File: src/rtl/regfile_wb_arbiter_if.sv
// Writeback request bundle for the two register-file writers.
// master = requesters, slave = arbiter.
interface regfile_wb_arbiter_if;
    logic        r0_valid;
    logic [4:0]  r0_addr;
    logic [31:0] r0_data;
    logic        r0_ready;
    logic        r1_valid;
    logic [4:0]  r1_addr;
    logic [31:0] r1_data;
    logic        r1_ready;

    modport master (
        output r0_valid, r0_addr, r0_data,
        output r1_valid, r1_addr, r1_data,
        input  r0_ready, r1_ready
    );

    modport slave (
        input  r0_valid, r0_addr, r0_data,
        input  r1_valid, r1_addr, r1_data,
        output r0_ready, r1_ready
    );
endinterface

File: src/rtl/regfile_wb_arbiter.sv
// Two-way writeback arbiter with anti-starvation and registered RF write port.
// Optional pending-write scoreboard enabled by macro RF_SCOREBOARD_EN.
module regfile_wb_arbiter #(
    parameter int STARVE_LIMIT = 4
) (
    input  logic                 clk,
    input  logic                 resetn,
    regfile_wb_arbiter_if.slave  bus,
    output logic                 rf_we,
    output logic [4:0]           rf_waddr,
    output logic [31:0]          rf_wdata,
    input  logic                 sb_set,
    input  logic [4:0]           sb_addr,
    input  logic [4:0]           chk_addr1,
    input  logic [4:0]           chk_addr2,
    output logic                 hazard,
    output logic [31:0]          busy_vec
);

    localparam int CW = $clog2(STARVE_LIMIT + 2);
    localparam logic [CW-1:0] LIM = CW'(STARVE_LIMIT);

    logic [CW-1:0] starve_q, starve_d;
    logic          rf_we_q;
    logic [4:0]    rf_waddr_q;
    logic [31:0]   rf_wdata_q;

    logic          g0, g1, xfer;
    logic [4:0]    w_addr;
    logic [31:0]   w_data;

    // r1 wins only when r0 is idle or r1 has been refused long enough
    assign g1 = bus.r1_valid & (~bus.r0_valid | (starve_q == LIM));
    assign g0 = bus.r0_valid & ~g1;

    assign bus.r0_ready = resetn & g0;
    assign bus.r1_ready = resetn & g1;

    assign xfer   = g0 | g1;
    assign w_addr = g1 ? bus.r1_addr : bus.r0_addr;
    assign w_data = g1 ? bus.r1_data : bus.r0_data;

    always_comb begin
        starve_d = '0;
        if (bus.r1_valid && !g1) begin
            starve_d = (starve_q == LIM) ? LIM : starve_q + 1'b1;
        end
    end

    always_ff @(posedge clk or negedge resetn) begin
        if (!resetn) begin
            starve_q   <= '0;
            rf_we_q    <= 1'b0;
            rf_waddr_q <= '0;
            rf_wdata_q <= '0;
        end else begin
            starve_q <= starve_d;
            rf_we_q  <= xfer && (w_addr != 5'd0);
            if (xfer) begin
                rf_waddr_q <= w_addr;
                rf_wdata_q <= w_data;
            end
        end
    end

    assign rf_we    = rf_we_q;
    assign rf_waddr = rf_waddr_q;
    assign rf_wdata = rf_wdata_q;

`ifdef RF_SCOREBOARD_EN
    logic [31:0] busy_q, busy_d;

    // set is applied after clear so a same-edge set/clear leaves the bit set
    always_comb begin
        busy_d = busy_q;
        if (xfer) begin
            busy_d[w_addr] = 1'b0;
        end
        if (sb_set) begin
            busy_d[sb_addr] = 1'b1;
        end
        busy_d[0] = 1'b0;
    end

    always_ff @(posedge clk or negedge resetn) begin
        if (!resetn) begin
            busy_q <= '0;
        end else begin
            busy_q <= busy_d;
        end
    end

    assign busy_vec = busy_q;
    assign hazard   = resetn & (busy_q[chk_addr1] | busy_q[chk_addr2]);
`else
    logic unused_sb;
    assign unused_sb = ^{sb_set, sb_addr, chk_addr1, chk_addr2};
    assign busy_vec  = '0;
    assign hazard    = 1'b0;
`endif

endmodule

File: src/flat_wrapper.sv
// flat-port wrapper written by rule: the top's interface ports become plain ports
module regfile_wb_arbiter_flat 
#(
    parameter int STARVE_LIMIT = 4
)
  (clk, resetn, rf_we, rf_waddr, rf_wdata, sb_set, sb_addr, chk_addr1, chk_addr2, hazard, busy_vec, bus_r0_valid, bus_r0_addr, bus_r0_data, bus_r1_valid, bus_r1_addr, bus_r1_data, bus_r0_ready, bus_r1_ready);
  regfile_wb_arbiter_if bus_i ();
  input  logic clk;
  input  logic resetn;
  output logic rf_we;
  output logic [4:0] rf_waddr;
  output logic [31:0] rf_wdata;
  input  logic sb_set;
  input  logic [4:0] sb_addr;
  input  logic [4:0] chk_addr1;
  input  logic [4:0] chk_addr2;
  output logic hazard;
  output logic [31:0] busy_vec;
  input wire logic [$bits(bus_i.r0_valid)-1:0] bus_r0_valid;
  input wire logic [$bits(bus_i.r0_addr)-1:0] bus_r0_addr;
  input wire logic [$bits(bus_i.r0_data)-1:0] bus_r0_data;
  input wire logic [$bits(bus_i.r1_valid)-1:0] bus_r1_valid;
  input wire logic [$bits(bus_i.r1_addr)-1:0] bus_r1_addr;
  input wire logic [$bits(bus_i.r1_data)-1:0] bus_r1_data;
  output wire logic [$bits(bus_i.r0_ready)-1:0] bus_r0_ready;
  output wire logic [$bits(bus_i.r1_ready)-1:0] bus_r1_ready;
  assign bus_i.r0_valid = bus_r0_valid;
  assign bus_i.r0_addr = bus_r0_addr;
  assign bus_i.r0_data = bus_r0_data;
  assign bus_i.r1_valid = bus_r1_valid;
  assign bus_i.r1_addr = bus_r1_addr;
  assign bus_i.r1_data = bus_r1_data;
  assign bus_r0_ready = bus_i.r0_ready;
  assign bus_r1_ready = bus_i.r1_ready;
  regfile_wb_arbiter #(.STARVE_LIMIT(STARVE_LIMIT)) u_core (.clk(clk), .resetn(resetn), .bus(bus_i), .rf_we(rf_we), .rf_waddr(rf_waddr), .rf_wdata(rf_wdata), .sb_set(sb_set), .sb_addr(sb_addr), .chk_addr1(chk_addr1), .chk_addr2(chk_addr2), .hazard(hazard), .busy_vec(busy_vec));
endmodule
File: config.mk
export PLATFORM = sky130hd
export DESIGN_NAME = regfile_wb_arbiter_flat
export DESIGN_NICKNAME = d
export VERILOG_FILES = /design/src/rtl/regfile_wb_arbiter_if.sv /design/src/rtl/regfile_wb_arbiter.sv /design/src/flat_wrapper.sv
export SDC_FILE = /design/constraint.sdc
export NUM_CORES = 1
export LEC_CHECK = 0
export CAP_MARGIN = 20
export CORE_ASPECT_RATIO = 0.8
export CORE_MARGIN = 2
export CORE_UTILIZATION = 36
export CTS_CLUSTER_SIZE = 30
export DETAILED_ROUTE_END_ITERATION = 12
export PLACE_DENSITY = 0.86
export SLEW_MARGIN = 0
export SYNTH_ARGS = -nofsm -noshare
export SYNTH_HDL_FRONTEND = slang
export SYNTH_SLANG_ARGS = --single-unit
File: constraint.sdc
create_clock -name clk -period 4.2 [get_ports clk]
set_input_delay 1.26 -clock clk [delete_from_list [all_inputs] [get_ports clk]]
set_output_delay 1.26 -clock clk [all_outputs]
set_load 0.005 [all_outputs]
**After elaboration in Yosys (flattened, before gate mapping)**

Index checks and enable logic that the tools add are counted.

- Bits in registers: 41
- Bits of input ports: 94

- $add $sub $neg: 1
- Eq/ne operators: 1
- Muxes and demuxes: 4
- Bitwise operators: 8
- Reduce and logical (&&, ||, !) cells: 4

Operator list:

| cell | number |
|---|---|
| 32-bit two-way mux | 1 |
| 3-bit two-way mux | 2 |
| 5-bit two-way mux | 1 |
| 5-bit nonzero test | 1 |
| 1-bit bitwise AND | 4 |
| 3-bit by 1-bit adder with 3-bit output, second input constant | 1 |
| 3-bit equality test, second input constant | 1 |
| 1-bit logical AND | 2 |
| 1-bit inverter | 2 |
| 1-bit OR | 2 |
| 1-bit zero test | 1 |

**Depth between registers and ports, before layout**

Gate-level depths: netlist of run 1.

- Depth in word-level cells: 7
- Gate-level depth with buffers: 6
- Mapped depth without buffers: 5

**Worst setup path before layout of run 1**

OpenSTA, ideal clock, no wires.

- Path kind: input to output
- Start: input bus_r0_valid
- End: output bus_r0_ready
- Arrival: 1.819 ns
- Data required time: 2.940 ns
- Setup slack: 1.121 ns
- Stages on the path: 3
- Cell sequence: a21bo_2 nand2_1 and3_1

- Cells in the longest elaborated chain, start to end: 6

Ends and longest elaborated chain:

| what | line | text |
|---|---|---|
| start: declaration | flat_wrapper.sv:19 | `input wire logic [$bits(bus_i.r0_valid)-1:0] bus_r0_valid;` |
| 1-bit inverter | regfile_wb_arbiter.sv:33 | `assign g1 = bus.r1_valid & (~bus.r0_valid \| (starve_q == LIM));` |
| 1-bit OR | regfile_wb_arbiter.sv:33 |  |
| 1-bit bitwise AND | regfile_wb_arbiter.sv:33 |  |
| 1-bit inverter | regfile_wb_arbiter.sv:34 | `assign g0 = bus.r0_valid & ~g1;` |
| 1-bit bitwise AND * | regfile_wb_arbiter.sv:34 |  |
| 1-bit bitwise AND * | regfile_wb_arbiter.sv:36 | `assign bus.r0_ready = resetn & g0;` |
| end: declaration | flat_wrapper.sv:25 | `output wire logic [$bits(bus_i.r0_ready)-1:0] bus_r0_ready;` |

Mark *: on every way between the ends. The rest lies on a longest branch, timed or not.

**Worst setup path after layout of run 1**

Ends and elaborated chain as after synthesis.

==> run_results.csv, run 1 <==
group,metric,value,unit
status,status,"completed",
setup_path,crit_arrival,2.77,ns
clocking,path_clk_slew,0.07,ns
drt,wl_per_cell,15.08,µm
setup_path,end_kind,"primary output",
sta,min_period_over_period,0.9602,
sta,timing.setup.tns,0,ns
drt,ant_nets,0,
sta,max_freq,248.0,MHz
sta,grt_setup_unrepaired,"no",
drt,drtIter0Drc,66,
pwr,internal_power,0.7259,mW
sta,tightest_slew,0.6666,ns
clocking,cts_resized,0,
floorplan,rows,24,
yosys,ys_seq_elements,41,
setup_path,r2r_cells,6,
yosys,synth_commonest_cells,"dfrtp_1, buf_4, a221o_1, and2_1",
pwr,peakVddDrop,0.1788,mV
placement,hpwl,4554,µm
min_path,hold_start,"u_core.starve_q[0]",
grt,grt_use_met1,0.2131,
cells_and_area,seq_area,0.001026,mm²
drt,wl,5804,µm
cells_and_area,final_util,0.6063,
grt,overflow,0,
pwr,p_comb_frac,0.277,
drt,vias,1815,
pwr,leakage,1.432,nW
cells_and_area,drive_above_1_share,0.08795,
min_path,worstHoldEndpoint,"u_core.starve_q[0]",
clocking,clockBufferDepth,2,
grt,grt_max_degree,22,
drt,via_per_inst,4.714,
yosys,synth_top_area_frac,0.4846,
clocking,cts_buffers,5,
cells_and_area,synthToLayoutAreaGrowth,59.10,%
placement,gp_congestion,0.8212,
clocking,cts_root_buffer,"clkbuf_8",
sta,fin_crit,4.033,ns
sta,hold_viol,0,
floorplan,fp.dieArea,0.006514,mm²
setup_path,crit_required,2.94,ns
cells_and_area,multiInputGateArea,893.4,µm²
pwr,p_clk_frac,0.256,
setup_path,r2r_start,"u_core.starve_q[0]",
setup_path,path_max_fanout,4,
floorplan,io_pins,167,
yosys,yosysMostFrequentCell,"dfrtp_1",
yosys,synth.area.top_cells,"dfrtp_1, a221o_1, buf_4",
floorplan,die_w,89.74,µm
clocking,cts_tree,"yes",
yosys,syn_avg_cell_area,11.44,µm²
yosys,ys_seq_area_frac,0.4846,
grt,use_met3,0.05785,
clocking,clkLatencyLatePin,0.28,ns
clocking,ctsHoldBuffers,0,
yosys,ys.flop_type,"dfrtp_1",
clocking,cts_setup_buffers,0,
sta,maxSlewHeadroom,0.5551,
placement,port_buffers,117,
yosys,synthArstFlopShare,1.000,
yosys,ys_types,26,
floorplan,start_util,0.3811,
setup_path,start_kind,"input pin",
min_path,hp-class,"flip-flop to flip-flop",
yosys,yosysTopAreaCell,"dfrtp_1",
sta,setup_violations,0,
cells_and_area,stdcell_area,0.003368,mm²
cells_and_area,stdcell_count,385,
pwr,power_density,287.9,mW/mm²
clocking,numClockSinks,41,
grt,grt-busiest-layer,"met2",
clocking,h-tree-depth,2,
drt,dr.pass1.iters,4,
grt,first_global_vias,1819,
cells_and_area,finalNetCount,402,
setup_path,startpoint,"bus_r0_valid",
pwr,seqPwrFrac,0.467,
sta,fin_skew,0.01133,ns
yosys,netlist_area,0.002117,mm²
placement,placed_area,0.003282,mm²
floorplan,design.core.area,0.005555,mm²
grt,grtUsageMet2,0.3131,
grt,grt_pass1_wl,9052,µm
cells_and_area,num_antenna_cells,0,
pwr,swShare,0.2514,
yosys,synth_edf_count,0,
placement,place_inst,377,
setup_path,regToRegSetupSlack,2.40,ns
grt,grt.total_usage,0.1738,
job,cap_viol_max_count,0,
grt,antenna_found_initial,0,
sta,fin_hold_ws,0.4837,ns
sta,drv_slew,0,
yosys,yosysWarnings,0,
pwr,power_switching,0.2438,mW
setup_path,crit_type,"input pin to primary output",
yosys,syn_inst,185,
setup_path,reg2reg_to,"u_core.rf_wdata[25]",
cells_and_area,fill_cells,464,
drt,drc,0,
floorplan,die_h,72.59,µm
min_path,whs_path_depth,1,
==> worst max-delay path, stage by stage <==
cell and delay, ns:
clkdlybuf4s50_1 0.49, a21bo_2 0.28, nand2_1 0.09, and3_1 0.16
clkdlybuf4s50_1 0.49
==> metal layers <==
metal  vias up  routed length (µm)
met5         -                   0
met4         0                  12
met1       873                2474
met2        85                2886
li1        855                   -
met3         2                 430
==> area by class of cell <==
type / count / share of cell area
multi-input combinational: 129 / 0.2652
tap: 78 / 0.02897
clock buffer: 5 / 0.02043
inverter: 3 / 0.003343
clock inverter: 3 / 0.005201
sequential: 41 / 0.3046
timing repair buffer: 126 / 0.3722
==> state kept, by name, summed over array words and instances, names as in the netlist <==
signal / count
u_core.rf_we: 1
u_core.starve_q: 3
u_core.rf_waddr: 5
u_core.rf_wdata: 32
==> power by group through the flow <==
stage / Sequential, mW / Combinational [mW] / Clock [mW]
floorplan: 0.462 / 0.102 / 0
global placement: 0.458 / 0.263 / 0
detailed placement: 0.460 / 0.271 / 0
CTS: 0.453 / 0.271 / 0.262
global route: 0.457 / 0.289 / 0.281
finish: 0.453 / 0.269 / 0.248
==> kinds of logic after synthesis <==
| logic type | Yosys count | synth area share |
|---|---|---|
| fa+ha+maj | 2 | 0.01182 |
| compound gates | 43 | 0.2045 |
| simple gates | 50 | 0.1424 |
| other cells | 1 | 0.001771 |
| flops | 41 | 0.4846 |
| buf+inv | 47 | 0.1501 |
| mux | 1 | 0.004728 |
==> how the worst max path moves through the flow <==
stage,end,slack (ns),cells after the start
after floorplan,bus_r0_ready,1.12,3
after global placement,bus_r0_ready,0.19,5
final,bus_r0_ready,0.17,5
after global routing,bus_r0_ready,0.13,5
after CTS,bus_r0_ready,0.17,5
after detailed placement,bus_r0_ready,0.17,5
==> cell usage in the layout (no fill, tap or decap), types with 3 or more instances in the layout <==
master             n
and2_1            32
a221o_1           32
nand2_1            3
buf_4              7
clkdlybuf4s50_1  116
o221a_2            5
clkbuf_8           5
or3_1              5
conb_1            33
nor2_1             3
dfrtp_1           41
inv_1              3
==> stage by stage <==
stage,setup slack [ns],power (mW)
final,0.1673,0.9697
after floorplan,1.121,0.5639
after global placement,0.1913,0.7211
after detailed placement,0.1670,0.7303
after global routing,0.1305,1.027
after CTS,0.1661,0.9860
Note: power is estimated with default switching activity, not from simulation.
==> run 2, diff against run 1 <==
--- a/config.mk
+++ b/config.mk
@@ -12,7 +12,7 @@
 export CTS_CLUSTER_SIZE = 30
 export DETAILED_ROUTE_END_ITERATION = 12
 export PLACE_DENSITY = 0.86
-export SLEW_MARGIN = 0
+export SKIP_LAST_GASP = 1
 export SYNTH_ARGS = -nofsm -noshare
 export SYNTH_HDL_FRONTEND = slang
 export SYNTH_SLANG_ARGS = --single-unit
==> results of run 2 <==
No change in the layout: final DEF, timing and power equal those of run 1.
==> run 3, diff against run 2 <==
--- a/config.mk
+++ b/config.mk
@@ -5,7 +5,7 @@
 export SDC_FILE = /design/constraint.sdc
 export NUM_CORES = 1
 export LEC_CHECK = 0
-export CAP_MARGIN = 20
+export CAP_MARGIN = 25
 export CORE_ASPECT_RATIO = 0.8
 export CORE_MARGIN = 2
 export CORE_UTILIZATION = 36
==> results of run 3 <==
No change in the layout: final DEF, timing and power equal those of run 1.
